$ cat config.mk
export PLATFORM = sky130hd
export DESIGN_NAME = traffic_lamp_monitor
export DESIGN_NICKNAME = d
export VERILOG_FILES = /design/src/rtl/traffic_lamp_monitor_pkg.sv /design/src/rtl/lamp_dwell_tracker.sv /design/src/rtl/traffic_lamp_monitor.sv
export SDC_FILE = /design/constraint.sdc
export NUM_CORES = 1
export LEC_CHECK = 0
export CORE_MARGIN = 5
export CORE_UTILIZATION = 35
export DETAILED_ROUTE_END_ITERATION = 7
export MAX_ROUTING_LAYER = met4
export SLEW_MARGIN = 20
export SYNTH_ARGS = -nofsm -noshare
export SYNTH_HDL_FRONTEND = slang
export SYNTH_SLANG_ARGS = --single-unit
$ cat constraint.sdc
create_clock -name clk -period 4.87 [get_ports clk]
set_input_delay 1.461 -clock clk [delete_from_list [all_inputs] [get_ports clk]]
set_output_delay 1.461 -clock clk [all_outputs]
set_load 0.01 [all_outputs]
$ cat src/rtl/traffic_lamp_monitor_pkg.sv
// traffic_lamp_monitor_pkg
// Shared definitions for the traffic lamp monitor and its users. It holds the
// controller light codes, the monitor mode encoding, the latched fault-cause
// codes, the one-hot lamp patterns, and small helper functions (lamp decode,
// legal-sequence test, fault priority encode).
package traffic_lamp_monitor_pkg;

  // Controller light codes
  localparam logic [1:0] LIGHT_RED     = 2'b00;
  localparam logic [1:0] LIGHT_GREEN   = 2'b01;
  localparam logic [1:0] LIGHT_YELLOW  = 2'b10;
  localparam logic [1:0] LIGHT_INVALID = 2'b11;

  // Monitor mode; 2'b11 is deliberately left unencoded (recovered to FAULT)
  typedef enum logic [1:0] {
    MODE_STARTUP = 2'b00,
    MODE_NORMAL  = 2'b01,
    MODE_FAULT   = 2'b10
  } mode_e;

  // Latched fault causes; a lower number has higher priority
  localparam logic [2:0] FC_NONE         = 3'd0;
  localparam logic [2:0] FC_CONFLICT     = 3'd1;
  localparam logic [2:0] FC_INVALID      = 3'd2;
  localparam logic [2:0] FC_ILLEGAL      = 3'd3;
  localparam logic [2:0] FC_SHORT_YELLOW = 3'd4;
  localparam logic [2:0] FC_STUCK        = 3'd5;

  // One-hot lamp drive {red,yellow,green}
  localparam logic [2:0] LAMP_RED    = 3'b100;
  localparam logic [2:0] LAMP_YELLOW = 3'b010;
  localparam logic [2:0] LAMP_GREEN  = 3'b001;
  localparam logic [2:0] LAMP_OFF    = 3'b000;

  // Per-cycle fault conditions, ordered by priority
  typedef struct packed {
    logic conflict;
    logic invalid;
    logic illegal;
    logic short_yellow;
    logic stuck;
  } fault_flags_t;

  // Light code to lamp pattern; the invalid code falls back to red so a
  // lamp is never driven dark or green by garbage input.
  function automatic logic [2:0] decode_lamp(input logic [1:0] code);
    logic [2:0] lamp;
    case (code)
      LIGHT_RED:    lamp = LAMP_RED;
      LIGHT_GREEN:  lamp = LAMP_GREEN;
      LIGHT_YELLOW: lamp = LAMP_YELLOW;
      default:      lamp = LAMP_RED;
    endcase
    return lamp;
  endfunction

  // True for the only permitted code changes: RED->GREEN->YELLOW->RED
  function automatic logic legal_step(input logic [1:0] prev_code,
                                      input logic [1:0] code);
    return ((prev_code == LIGHT_RED)    && (code == LIGHT_GREEN))  ||
           ((prev_code == LIGHT_GREEN)  && (code == LIGHT_YELLOW)) ||
           ((prev_code == LIGHT_YELLOW) && (code == LIGHT_RED));
  endfunction

  // Lowest-numbered active cause wins
  function automatic logic [2:0] encode_fault(input fault_flags_t flags);
    logic [2:0] fc;
    if (flags.conflict) begin
      fc = FC_CONFLICT;
    end else if (flags.invalid) begin
      fc = FC_INVALID;
    end else if (flags.illegal) begin
      fc = FC_ILLEGAL;
    end else if (flags.short_yellow) begin
      fc = FC_SHORT_YELLOW;
    end else if (flags.stuck) begin
      fc = FC_STUCK;
    end else begin
      fc = FC_NONE;
    end
    return fc;
  endfunction

endpackage

$ cat src/rtl/lamp_dwell_tracker.sv
// lamp_dwell_tracker
// Per-direction history: remembers the previous light code and how many
// cycles it has been held, and flags sequence violations for the current code.
// Ports:
//   clk, reset         clock, asynchronous active-high reset
//   code [1:0]         light code for this direction, this cycle
//   illegal_trans      code changed along a non-permitted edge
//   short_yellow       YELLOW->RED after fewer than MIN_YELLOW yellow cycles
//   stuck              GREEN/YELLOW dwell (including this cycle) > MAX_PHASE
module lamp_dwell_tracker
  import traffic_lamp_monitor_pkg::*;
#(
  parameter int unsigned MIN_YELLOW = 3,
  parameter int unsigned MAX_PHASE  = 12
) (
  input  logic       clk,
  input  logic       reset,
  input  logic [1:0] code,
  output logic       illegal_trans,
  output logic       short_yellow,
  output logic       stuck
);

  localparam logic [4:0] MIN_Y_CYC = 5'(MIN_YELLOW);
  // Six bits so MAX_PHASE=31 gives 32, which a saturating 5-bit dwell never reaches
  localparam logic [5:0] STUCK_AT  = 6'(MAX_PHASE + 1);

  logic [1:0] prev_code_q, prev_code_d;
  logic [4:0] dwell_q, dwell_d;
  logic       changed;

  // History update and violation detection for the current cycle
  always_comb begin
    changed     = (code != prev_code_q);
    prev_code_d = code;
    if (changed) begin
      dwell_d = 5'd1;
    end else if (dwell_q == 5'd31) begin
      dwell_d = 5'd31;
    end else begin
      dwell_d = dwell_q + 5'd1;
    end
    illegal_trans = changed && !legal_step(prev_code_q, code);
    // dwell_q still holds the full yellow count on the first red cycle
    short_yellow  = (prev_code_q == LIGHT_YELLOW) && (code == LIGHT_RED) &&
                    (dwell_q < MIN_Y_CYC);
    // Measured on the dwell this cycle completes, so the fault flags in the
    // cycle the limit is exceeded rather than one later
    stuck         = ((code == LIGHT_GREEN) || (code == LIGHT_YELLOW)) &&
                    ({1'b0, dwell_d} >= STUCK_AT);
  end

  // History registers
  always_ff @(posedge clk or posedge reset) begin
    if (reset) begin
      prev_code_q <= LIGHT_RED;
      dwell_q     <= 5'd0;
    end else begin
      prev_code_q <= prev_code_d;
      dwell_q     <= dwell_d;
    end
  end

endmodule

$ cat src/rtl/traffic_lamp_monitor.sv
// traffic_lamp_monitor
// Safety monitor between a traffic-light controller and the lamp drivers.
// It re-drives the lamps from the controller codes while the sequence is sane
// and latches into a flashing-red FAULT mode on the first violation.
// Ports:
//   clk, reset          clock, asynchronous active-high reset
//   main_light [1:0]    main-road code  (RED=00 GREEN=01 YELLOW=10, 11 invalid)
//   side_light [1:0]    side-road code, same encoding
//   fault_clr           operator request to leave FAULT (level)
//   main_lamp  [2:0]    registered one-hot {red,yellow,green}
//   side_lamp  [2:0]    registered one-hot {red,yellow,green}
//   fault               high while in FAULT
//   fault_code [2:0]    latched cause (0 none .. 5 stuck)
//   mode       [1:0]    STARTUP=00 NORMAL=01 FAULT=10
module traffic_lamp_monitor
  import traffic_lamp_monitor_pkg::*;
#(
  parameter int unsigned MIN_YELLOW  = 3,
  parameter int unsigned MAX_PHASE   = 12,
  parameter int unsigned FLASH_HALF  = 4,
  parameter int unsigned STARTUP_CYC = 4
) (
  input  logic       clk,
  input  logic       reset,
  input  logic [1:0] main_light,
  input  logic [1:0] side_light,
  input  logic       fault_clr,
  output logic [2:0] main_lamp,
  output logic [2:0] side_lamp,
  output logic       fault,
  output logic [2:0] fault_code,
  output logic [1:0] mode
);

  localparam logic [3:0] STARTUP_LAST = 4'(STARTUP_CYC - 1);
  localparam logic [3:0] FLASH_LAST   = 4'(FLASH_HALF - 1);

  mode_e        state_q, state_d;
  logic [3:0]   startup_cnt_q, startup_cnt_d;
  logic [3:0]   flash_cnt_q, flash_cnt_d;
  logic         flash_q, flash_d;
  logic [2:0]   main_lamp_q, main_lamp_d;
  logic [2:0]   side_lamp_q, side_lamp_d;
  logic         fault_q, fault_d;
  logic [2:0]   fault_code_q, fault_code_d;

  logic         main_illegal, main_short, main_stuck;
  logic         side_illegal, side_short, side_stuck;
  fault_flags_t flags;
  logic         any_fault;
  logic         clear_ok;

  // History runs in every mode so NORMAL starts from valid dwell counts
  lamp_dwell_tracker #(
    .MIN_YELLOW (MIN_YELLOW),
    .MAX_PHASE  (MAX_PHASE)
  ) u_main_tracker (
    .clk           (clk),
    .reset         (reset),
    .code          (main_light),
    .illegal_trans (main_illegal),
    .short_yellow  (main_short),
    .stuck         (main_stuck)
  );

  lamp_dwell_tracker #(
    .MIN_YELLOW (MIN_YELLOW),
    .MAX_PHASE  (MAX_PHASE)
  ) u_side_tracker (
    .clk           (clk),
    .reset         (reset),
    .code          (side_light),
    .illegal_trans (side_illegal),
    .short_yellow  (side_short),
    .stuck         (side_stuck)
  );

  // Combine both directions into one prioritised set of fault conditions
  always_comb begin
    flags.conflict     = (main_light != LIGHT_RED) && (side_light != LIGHT_RED);
    flags.invalid      = (main_light == LIGHT_INVALID) || (side_light == LIGHT_INVALID);
    flags.illegal      = main_illegal || side_illegal;
    flags.short_yellow = main_short || side_short;
    flags.stuck        = main_stuck || side_stuck;
    any_fault          = |flags;
    clear_ok           = fault_clr && (main_light == LIGHT_RED) &&
                         (side_light == LIGHT_RED);
  end

  // Mode state register
  always_ff @(posedge clk or posedge reset) begin
    if (reset) begin
      state_q <= MODE_STARTUP;
    end else begin
      state_q <= state_d;
    end
  end

  // Next-state logic
  always_comb begin
    state_d = state_q;
    case (state_q)
      MODE_STARTUP: begin
        if (startup_cnt_q == STARTUP_LAST) begin
          state_d = MODE_NORMAL;
        end else begin
          state_d = MODE_STARTUP;
        end
      end
      MODE_NORMAL: begin
        if (any_fault) begin
          state_d = MODE_FAULT;
        end else begin
          state_d = MODE_NORMAL;
        end
      end
      MODE_FAULT: begin
        if (clear_ok) begin
          state_d = MODE_STARTUP;
        end else begin
          state_d = MODE_FAULT;
        end
      end
      default: state_d = MODE_FAULT;
    endcase
  end

  // Counters, fault latch and lamp drive for the coming cycle
  always_comb begin
    // Startup hold counter restarts whenever STARTUP is (re)entered
    if ((state_q == MODE_STARTUP) && (state_d == MODE_STARTUP)) begin
      startup_cnt_d = startup_cnt_q + 4'd1;
    end else begin
      startup_cnt_d = 4'd0;
    end

    case (state_q)
      MODE_STARTUP: fault_code_d = FC_NONE;
      MODE_NORMAL: begin
        if (any_fault) begin
          fault_code_d = encode_fault(flags);
        end else begin
          fault_code_d = FC_NONE;
        end
      end
      MODE_FAULT: begin
        if (state_d == MODE_STARTUP) begin
          fault_code_d = FC_NONE;
        end else begin
          fault_code_d = fault_code_q;
        end
      end
      default: fault_code_d = FC_INVALID;
    endcase

    // Flash starts lit on the first FAULT cycle, then toggles every FLASH_HALF
    if (state_d == MODE_FAULT) begin
      if (state_q != MODE_FAULT) begin
        flash_d     = 1'b1;
        flash_cnt_d = 4'd0;
      end else if (flash_cnt_q == FLASH_LAST) begin
        flash_d     = ~flash_q;
        flash_cnt_d = 4'd0;
      end else begin
        flash_d     = flash_q;
        flash_cnt_d = flash_cnt_q + 4'd1;
      end
    end else begin
      flash_d     = 1'b0;
      flash_cnt_d = 4'd0;
    end

    fault_d = (state_d == MODE_FAULT);

    // Lamps follow the codes only while NORMAL; all-red otherwise
    if (state_d == MODE_FAULT) begin
      main_lamp_d = {flash_d, 2'b00};
      side_lamp_d = {flash_d, 2'b00};
    end else if (state_q == MODE_NORMAL) begin
      main_lamp_d = decode_lamp(main_light);
      side_lamp_d = decode_lamp(side_light);
    end else begin
      main_lamp_d = LAMP_RED;
      side_lamp_d = LAMP_RED;
    end
  end

  // Output and counter registers
  always_ff @(posedge clk or posedge reset) begin
    if (reset) begin
      startup_cnt_q <= 4'd0;
      flash_cnt_q   <= 4'd0;
      flash_q       <= 1'b0;
      main_lamp_q   <= LAMP_RED;
      side_lamp_q   <= LAMP_RED;
      fault_q       <= 1'b0;
      fault_code_q  <= FC_NONE;
    end else begin
      startup_cnt_q <= startup_cnt_d;
      flash_cnt_q   <= flash_cnt_d;
      flash_q       <= flash_d;
      main_lamp_q   <= main_lamp_d;
      side_lamp_q   <= side_lamp_d;
      fault_q       <= fault_d;
      fault_code_q  <= fault_code_d;
    end
  end

  assign main_lamp  = main_lamp_q;
  assign side_lamp  = side_lamp_q;
  assign fault      = fault_q;
  assign fault_code = fault_code_q;
  assign mode       = state_q;

endmodule

==> results.ini, run 1 <==
[status]
status = completed

[global_routing]
grt_pass1_wl_mm = 6.644
grt_max_degree = 27
grt-ovfl-total = 0
antenna_found_initial = 0
grt_pass1_vias = 1345
grtUsageTotal_pct = 13.38

[logic_synthesis]
synthAdderAreaFrac_pct = 9.492
synth_top_family_by_area = simple AND/OR/NAND/NOR gates
yosysTopAreaCellShare_pct = 44.75
synth.area.mux_share_pct = 1.695
ys_types = 44
syn_avg_cell_area_um2 = 10.43
yosysSeqAreaShare_pct = 47.59
synth_ff_type = dfrtp_1
synth_compound_area_share_pct = 15.73
synth_simple_gate_area_share_pct = 19.25
synth_area_leaders = dfrtp_1, ha_1, dfstp_2
synth_xor_area_share_pct = 3.322
syn_nets = 198
postSynthCellCount = 177
synth_largest_area_cell = dfrtp_1
synth-edff-count = 0
ys_warn_count = 0
syn-cell-area_mm2 = 0.001846
async_flop_share_pct = 100.0
synth_seq_cells = 35

[clock_network]
cts_hold_buf = 0
htreeDepth = 2
root_buffer = clkbuf_8
cts_sinks = 35
cts_made_buffers = 5
cts_tree = yes
clk_pin_slew_ns = 0.08
post_cts_buffers = 0
postCtsResizedCells = 0
clk_latency_ns = 0.29
clock_path_buffers = 2

[setup_path]
criticalPathCategory = primary input to flip-flop
critical_path.endpoint = main_lamp[0]
cp-start-kind = primary input
rrSetupSlack_ns = 2.57
cp.required_ns = 5.11
reg2regPathDepth = 7
r2r_start = u_main_tracker.dwell_q[0]
worstPathArrival_ns = 3.47
crit_start = side_light[0]
reg2reg_to = main_lamp[0]
crit_fanout = 6
endpoint_kind = flip-flop

[power]
power.density_mw_per_mm2 = 370.9
peakVddDrop_v = 0.0002491
leakagePower_nw = 0.9600
switching_share_pct = 32.06
p_clk_share_pct = 27.8
p_sw_mw = 0.2620
pwr-share-seq_pct = 46.5
p_comb_share_pct = 25.7
p_int_mw = 0.5553

[place]
dpl-instance-area_mm2 = 0.002105
io_buffers = 18
hpwl_mm = 2.794
place.gp.congestion = 0.8218

[timing]
finalSetupTns_ns = 0
rsz0062_at_grt = false
layout_worst_path_cycle_share_pct = 66.51
finalCriticalPeriod_ns = 3.239
finalClockSkew_ns = 0.01116
max_freq_ghz = 0.3087
maxSlewViolCount = 0
hold_viol = 0
setup_viol = 0
slew_headroom_pct = 63.19
worstMarginPinSlew_ns = 0.5513

[finish]
fin_util_pct = 43.14
drive_above_1_share_pct = 8.911
layout.nets = 222
final_area_mm2 = 0.002203
area.growth.synth_to_final_pct = 19.39
diodes = 0
fillCellCount = 505

[die]
row_count = 26
dieArea_mm2 = 0.006825
start_util_pct = 36.13
die_h_um = 82.62
die_w_um = 82.62
io_pins = 19
core_mm2 = 0.005107

[hold_path]
whs_path_depth = 1
min_from = startup_cnt_q[0]
min_path_type = flip-flop to flip-flop

[detailed_routing]
wl_mm = 3.761
ant_nets = 0
drtIter0Drc = 48
drt-pass1-iter-count = 4
drc = 0
routedWlPerCell_um = 13.83
num_vias = 1366
viasPerCell = 5.022

[run]
cap_violations = 0

==> cell type report <==
| cell class | instances | area (um^2) | share of cell area [%] |
|---|---|---|---|
| clock buffers | 6 | 82.58 | 3.748 |
| clock inverters | 2 | 16.27 | 0.7382 |
| inverters | 10 | 37.54 | 1.704 |
| multi-input cells | 130 | 913.4 | 41.45 |
| flip-flops and latches | 35 | 878.3 | 39.86 |
| well taps | 70 | 87.58 | 3.975 |
| repair buffers | 19 | 187.7 | 8.518 |
==> cell usage after synthesis, types with 3 or more instances <==
cell type  number
a211oi_1        5
a21oi_1        10
a31oi_1         4
and2_1          7
and3_1          3
dfrtp_1        33
ha_1           14
inv_1          10
nand2_1        14
nand2b_1        3
nand3_1         9
nand3b_1        3
nor2_1         12
nor3_1          6
o21ai_0         6
xnor2_1         3
xor2_1          4
==> power by group through the flow <==
stage               clock, mW  sequential (mW)  combinational (mW)
finish                  0.227            0.380               0.210
global route            0.250            0.391               0.239
CTS                     0.236            0.380               0.213
detailed placement          0            0.385               0.212
global placement            0            0.386               0.210
floorplan                   0            0.386               0.121
==> worst min-delay path by stage <==
stage,endpoint
2_1_floorplan,startup_cnt_q[0]
4_1_cts,startup_cnt_q[0]
3_3_place_gp,startup_cnt_q[0]
3_5_place_dp,startup_cnt_q[0]
6_report,startup_cnt_q[0]
5_1_grt,startup_cnt_q[0]
==> placed cells by master, fill, tap and decap left out, types with 7 or more instances in the layout <==
master,netlist,layout
a21oi_1,10,10
and2_1,7,7
clkdlybuf4s50_1,0,18
dfrtp_1,33,33
ha_1,14,14
inv_1,10,9
nand2_1,14,14
nand3_1,9,9
nor2_1,12,12
==> kinds of logic (layout without fill, tap and decap cells) <==
group | after synthesis | count (layout)
buffers and inverters | 12 | 37
adders and majority gates | 14 | 14
muxes | 3 | 3
DFF | 35 | 35
and+or+nand+nor | 67 | 67
xor gates and xnor gates | 7 | 7
AOI/OAI and AO/OA | 39 | 39
==> per-stage QoR <==
step / total power [mW] / hold slack, ns / worst slack [ns] / cells
after floorplan: 0.5070 / 0.4282 / 2.178 / 177
after global placement: 0.5960 / 0.4447 / 1.373 / 264
after detailed placement: 0.5974 / 0.4463 / 1.352 / 264
after CTS: 0.8297 / 0.4570 / 1.630 / 272
after global routing: 0.8801 / 0.4862 / 1.489 / 272
final: 0.8172 / 0.4581 / 1.631 / 272
==> flip-flops by register name, summed over array words and instances, names as in the netlist <==
register and flops:
mode 2, startup_cnt_q 4, fault_code 3, side_lamp 3
u_main_tracker.prev_code_q 2, flash_cnt_q 4, flash_q 1, fault 1
u_main_tracker.dwell_q 5, u_side_tracker.prev_code_q 2, u_side_tracker.dwell_q 5, main_lamp 3
==> metal layers <==
layer  track usage (%)  vias to the layer above  part of all wire [%]
li1                  -                      686                     -
met1             17.51                      655                    48
met2             19.63                       19                    47
met3             3.579                        6                   3.4
met4             5.392                        0                   1.6
met5                 -                        -                     0
==> critical path, cell delays in order <==
cell and delay (ns):
clkdlybuf4s50_1 0.57, inv_1 0.11, ha_1 0.26, and4bb_2 0.24
a21oi_1 0.22, o211ai_1 0.20, nor2_2 0.26, and2_1 0.16
Power figures use the tool's default switching activity.
==> run 2, diff against run 1 <==
==> constraint.sdc (replaced) <==
create_clock -name clk -period 2.9 [get_ports clk]
set_input_delay 0.87 -clock clk [delete_from_list [all_inputs] [get_ports clk]]
set_output_delay 0.87 -clock clk [all_outputs]
set_load 0.01 [all_outputs]
==> run 2 against run 1 <==
Core utilization up 1.0 points. Hold slack better by 0.00077 ns. Register-to-register slack worse by 2.0 ns. Cell count up 1.8%. Routed wire length down 3.5%. Clock-buffer cell count down 1. Critical endpoint is now side_lamp[1]. Largest power group unchanged.
==> results.ini, run 2 (same netlist as run 1, synthesis figures left out) <==
[finish]
reg_top3 = u_main_tracker.dwell_q (5), u_side_tracker.dwell_q (5)
instances_no_fill = 277  ; +1.8%
layout.nets = 227  ; +2.3%
area.growth.synth_to_final_pct = 22.17
diodes = 0  ; unchanged
drive_above_1_share_pct = 10.63  ; +1.7 points
fillCellCount = 504  ; -0.20%
final_cell_mix = dfrtp_1, clkdlybuf4s50_1, nand2_1, ha_1, nor2_1
final_common_cell = dfrtp_1

[global_routing]
grt_pass1_vias = 1346  ; +0.074%
grt_pass1_wl_mm = 6.396  ; -3.7%
grt_max_degree = 36  ; +33%
grtUsageTotal_pct = 12.99  ; -0.39 points
antenna_found_initial = 0  ; unchanged
grt-ovfl-total = 0  ; unchanged

[setup_path]
cp.required_ns = 3.13  ; -1.98 ns
crit_fanout = 6  ; unchanged
criticalPathCategory = primary input to flip-flop
worst-path-buf-inv = 2  ; unchanged
crit_chain = clkdlybuf4s50_1 -> inv_1 -> ha_1 -> mux2i_1 -> o21ai_0 -> o22a_1 -> nand3_1 -> nor2_2 -> and2_1
endpoint_kind = flip-flop
crit_family = buffers and inverters
worstPathArrival_ns = 2.88  ; -0.59 ns
reg2regPathDepth = 7  ; unchanged
slowest_delay_ns = 0.49  ; -0.08 ns
slowest_stage = clkdlybuf4s50_1
cp-start-kind = primary input
rrSetupSlack_ns = 0.58  ; -1.99 ns
cp.depth = 9  ; +1

[clock_network]
cts_sinks = 35  ; unchanged
htreeDepth = 2  ; unchanged
post_cts_buffers = 0  ; unchanged
cts_tree = yes
clk_pin_slew_ns = 0.07  ; about the same
postCtsResizedCells = 0  ; unchanged
root_buffer = clkbuf_8
clock_path_buffers = 2  ; unchanged
clk_latency_ns = 0.30  ; about the same
cts_hold_buf = 0  ; unchanged
cts_made_buffers = 5  ; unchanged

[place]
dp_cells = 269  ; +1.9%
hpwl_mm = 2.731  ; -2.2%
place.gp.congestion = 0.8183  ; -0.43%
io_buffers = 18  ; unchanged
place_ws_ns = -0.02249  ; -1.375 ns

[run]
cap_violations = 0  ; unchanged

[timing]
hold_viol = 0  ; unchanged
maxSlewViolCount = 0  ; unchanged
rsz0062_at_grt = false
slew_headroom_pct = 68.46  ; +5.3 points
max_freq_ghz = 0.3770
worst_slack_ns = 0.2476  ; -1.384 ns
setup_viol = 0  ; unchanged
layout_worst_path_cycle_share_pct = 91.46
worstMarginPinSlew_ns = 0.4688  ; -0.08251 ns
finalCriticalPeriod_ns = 2.652
finalClockSkew_ns = 0.008460  ; -0.002698 ns

[hold_path]
whs_path_depth = 1  ; unchanged
min_path_type = flip-flop to flip-flop

[detailed_routing]
routedWlPerCell_um = 13.10  ; -5.2%
drc = 0  ; unchanged
ant_nets = 0  ; unchanged
num_vias = 1389  ; +1.7%
viasPerCell = 5.014  ; -0.15%
drt-pass1-iter-count = 4  ; unchanged
drtIter0Drc = 20  ; -58%
wl_mm = 3.630  ; -3.5%

[die]
dieArea_mm2 = 0.006825  ; unchanged
die_h_um = 82.62  ; unchanged
core_mm2 = 0.005107  ; unchanged
row_count = 26  ; unchanged
die_w_um = 82.62  ; unchanged
start_util_pct = 36.13  ; unchanged
io_pins = 19  ; unchanged

[status]
status = completed

[power]
power_mw = 1.429  ; +75%
leakagePower_nw = 0.9958  ; +3.7%
peakVddDrop_v = 0.0003271  ; +31%
power.density_mw_per_mm2 = 633.8  ; +71%

## run 2: changes by cell type in the layout (fill, tap and decap cells not counted), sizes merged
cell      before  now
buf            1    6
bufinv         0    1
clkbuf         6    5
clkinv         1    2
clkinvlp       1    0
## run 2: report_power, final
part	internal [mW]	total, mW	switching [mW]
clock	0.256	0.437	0.182
combinational	0.172	0.356	0.184
sequential	0.571	0.636	0.0645
## run 2: cell type report
cell class | count | area, um^2 | area share (%)
clock buffer | 5 | 68.82 | 3.052
clock inverter | 3 | 43.79 | 1.942
inverter | 10 | 37.54 | 1.665
multi-input combinational | 130 | 913.4 | 40.51
sequential | 35 | 878.3 | 38.96
tap | 70 | 87.58 | 3.885
timing repair buffer | 24 | 225.2 | 9.989
## run 2: path summary, 6_finish.rpt
path | startpoint | to
setup / recovery | main_light[0] | side_lamp[1]
hold / removal | startup_cnt_q[0] | startup_cnt_q[0]
setup reg to reg | u_main_tracker.dwell_q[0] | side_lamp[1]
hold reg to reg | startup_cnt_q[0] | startup_cnt_q[0]
max in group asynchronous | reset | side_lamp[2]
min in group asynchronous | reset | u_main_tracker.dwell_q[2]
## run 2: routing by layer
metal	global-route usage [%]	share of wire (%)	vias up
met5	-	0	-
met4	4.902	1.6	0
met3	4.013	4.2	6
met2	19.47	47	23
met1	16.47	48	664
li1	-	-	696
## run 2: through the flow
step | setup TNS, ns | cell area, um^2 | utilization, % | hold WS [ns]
after floorplan | 0 | 1846 | - | 0.4282
after global placement | 0 | 2142 | 41.94 | 0.4456
after detailed placement | -0.05072 | 2142 | 41.94 | 0.4492
after CTS | 0 | 2255 | 44.15 | 0.4594
after global routing | 0 | 2255 | 44.15 | 0.4810
final | 0 | 2255 | 44.15 | 0.4589
==> run 3, diff against run 2 <==
--- a/config.mk
+++ b/config.mk
@@ -5,10 +5,14 @@
 export SDC_FILE = /design/constraint.sdc
 export NUM_CORES = 1
 export LEC_CHECK = 0
+export CELL_PAD_IN_SITES_DETAIL_PLACEMENT = 1
+export CELL_PAD_IN_SITES_GLOBAL_PLACEMENT = 1
 export CORE_MARGIN = 5
 export CORE_UTILIZATION = 35
 export DETAILED_ROUTE_END_ITERATION = 7
 export MAX_ROUTING_LAYER = met4
+export PLACE_DENSITY_LB_ADDON = 0.1
+export SETUP_SLACK_MARGIN = 0.3
 export SLEW_MARGIN = 20
 export SYNTH_ARGS = -nofsm -noshare
 export SYNTH_HDL_FRONTEND = slang
==> run 3 against run 2 <==
Combinational power is 5% higher. Critical path type unchanged. Critical path depth decreased by 1. Sequential share of layout area barely moved. Cell count grew 0.72%. Non-clock buffer count is 2 higher. First-iteration DRC count is 25% higher. Global-route usage up 1.5 points. Die area is the same. Largest power group unchanged.
==> results.ini, run 3 (same netlist as run 1, synthesis figures left out) <==
[status]
status = completed

[power]
peakVddDrop_v = 0.0002506  ; -23%
power.density_mw_per_mm2 = 596.0  ; -6.0%
leakagePower_nw = 0.9933  ; -0.25%

[place]
place_ws_ns = -0.04027  ; -0.01778 ns
dpl-instance-area_mm2 = 0.002157  ; +0.70%
io_buffers = 18  ; unchanged
place.gp.congestion = 0.8775  ; +7.2%
hpwl_mm = 3.276  ; +20%

[timing]
setup_viol = 0  ; unchanged
rsz0062_at_grt = false
finalClockSkew_ns = 0.004901  ; -0.003559 ns
maxSlewViolCount = 0  ; unchanged
worst_slack_ns = 0.4312  ; +0.1836 ns
finalSetupTns_ns = 0  ; unchanged
layout_worst_path_cycle_share_pct = 85.13  ; -6.3 points
slew_headroom_pct = 67.74  ; -0.71 points
hold_viol = 0  ; unchanged
max_freq_ghz = 0.4051  ; +7.4%
finalCriticalPeriod_ns = 2.469  ; -0.1836 ns
hold_slack_ns = 0.4606  ; +0.001726 ns
worstMarginPinSlew_ns = 0.4794  ; +0.01061 ns

[setup_path]
cp.required_ns = 3.08  ; -0.05 ns
crit_family = buffers and inverters
crit_fanout = 4  ; -2
crit_chain = clkdlybuf4s50_1 -> inv_1 -> ha_1 -> and4bb_2 -> a21oi_2 -> o211a_1 -> a41oi_2 -> and2_1
worstPathArrival_ns = 2.65  ; -0.23 ns
slowest_stage = clkdlybuf4s50_1
criticalPathCategory = primary input to flip-flop
worst-path-buf-inv = 2  ; unchanged
endpoint_kind = flip-flop
slowest_delay_ns = 0.50  ; about the same
cp-start-kind = primary input

[finish]
diodes = 0  ; unchanged
final_common_cell = dfrtp_1
layout.nets = 229  ; +0.88%
reg_top3 = u_main_tracker.dwell_q (5), u_side_tracker.dwell_q (5)
area.growth.synth_to_final_pct = 22.10  ; about the same
drive_above_1_share_pct = 11.96  ; +1.3 points
final_cell_mix = dfrtp_1, clkdlybuf4s50_1, nand2_1, ha_1, nor2_1
final_area_mm2 = 0.002253  ; about the same

[die]
dieArea_mm2 = 0.006825  ; unchanged
die_h_um = 82.62  ; unchanged
row_count = 26  ; unchanged
core_mm2 = 0.005107  ; unchanged
start_util_pct = 36.13  ; unchanged
die_w_um = 82.62  ; unchanged
io_pins = 19  ; unchanged

[global_routing]
antenna_found_initial = 0  ; unchanged
grt-ovfl-total = 0  ; unchanged
grtUsageTotal_pct = 14.52  ; +1.5 points
grt_pass1_vias = 1546  ; +15%
grt_pass1_wl_mm = 7.307  ; +14%
grt_max_degree = 36  ; unchanged

[clock_network]
cts_tree = yes
cts_made_buffers = 5  ; unchanged
htreeDepth = 2  ; unchanged
clk_pin_slew_ns = 0.07  ; about the same
root_buffer = clkbuf_8
post_cts_buffers = 0  ; unchanged
clk_latency_ns = 0.28  ; -0.02 ns
clock_path_buffers = 2  ; unchanged
cts_hold_buf = 0  ; unchanged
cts_sinks = 35  ; unchanged

[detailed_routing]
wl_mm = 4.204  ; +16%
viasPerCell = 5.172  ; +3.1%
drc = 0  ; unchanged
drtIter0Drc = 25  ; +25%
drt-pass1-iter-count = 4  ; unchanged
ant_nets = 0  ; unchanged
num_vias = 1443  ; +3.9%
routedWlPerCell_um = 15.07  ; +15%

[hold_path]
min_path_type = flip-flop to flip-flop

[run]
cap_violations = 0  ; unchanged

[run 3: power breakdown]
group | switching [mW] | internal, mW | leakage (nW)
registers | 0.0668 | 0.571 | 0.453
logic | 0.194 | 0.179 | 0.498
clock network | 0.164 | 0.168 | 0.0422
total | 0.424 | 0.919 | 0.993
[run 3: layer usage]
layer	global-route usage [%]	share of wire (%)	vias to the layer above	wire length, um
met5	-	0	-	0
met4	4.412	1.1	0	47
met3	2.928	2.8	6	117
met2	24.44	50	18	2122
met1	17.56	46	722	1916
li1	-	-	697	-
[run 3: area by class of cell]
class,instances,area (um^2)
clock buffers,7,76.32
inverters,10,37.54
clock inverters,1,5.005
repair buffers,26,242.7
fillers,585,2854
multi-input cells,130,925.9
well taps,70,87.58
flip-flops and latches,35,878.3
[run 3: what timing repair did]
item,CTS,global route
setup endpoints to repair,7,7
pin swaps,1,1
resized for setup,2,3
[run 3: through the flow]
stage | util [%] | std cells | total power, mW
after floorplan | - | 177 | 0.8515
after global placement | 42.23 | 271 | 1.004
after detailed placement | 42.23 | 271 | 1.022
after CTS | 44.00 | 279 | 1.362
after global routing | 44.12 | 279 | 1.437
final | 44.12 | 279 | 1.343
[run 3: worst reg2reg max path: stages (launching register included)]
cell	delay [ns]
dfrtp_1	0.43
ha_1	0.35
or3b_1	0.37
a31o_2	0.27
o311ai_4	0.25
o211a_1	0.25
a41oi_2	0.13
and2_1	0.15
[run 3: worst paths after layout]
| path | cells past startpoint | end | from | slack, ns |
|---|---|---|---|---|
| setup / recovery | 8 | flash_q | side_light[0] | 0.43 |
| hold / removal | 1 | startup_cnt_q[0] | startup_cnt_q[0] | 0.46 |
| setup reg to reg | 7 | flash_q | u_main_tracker.dwell_q[0] | 0.58 |
| hold reg to reg | 1 | startup_cnt_q[0] | startup_cnt_q[0] | 0.46 |
| max in group asynchronous | 3 | side_lamp[2] | reset | 1.56 |
| min in group asynchronous | 3 | fault_code[1] | reset | 1.00 |
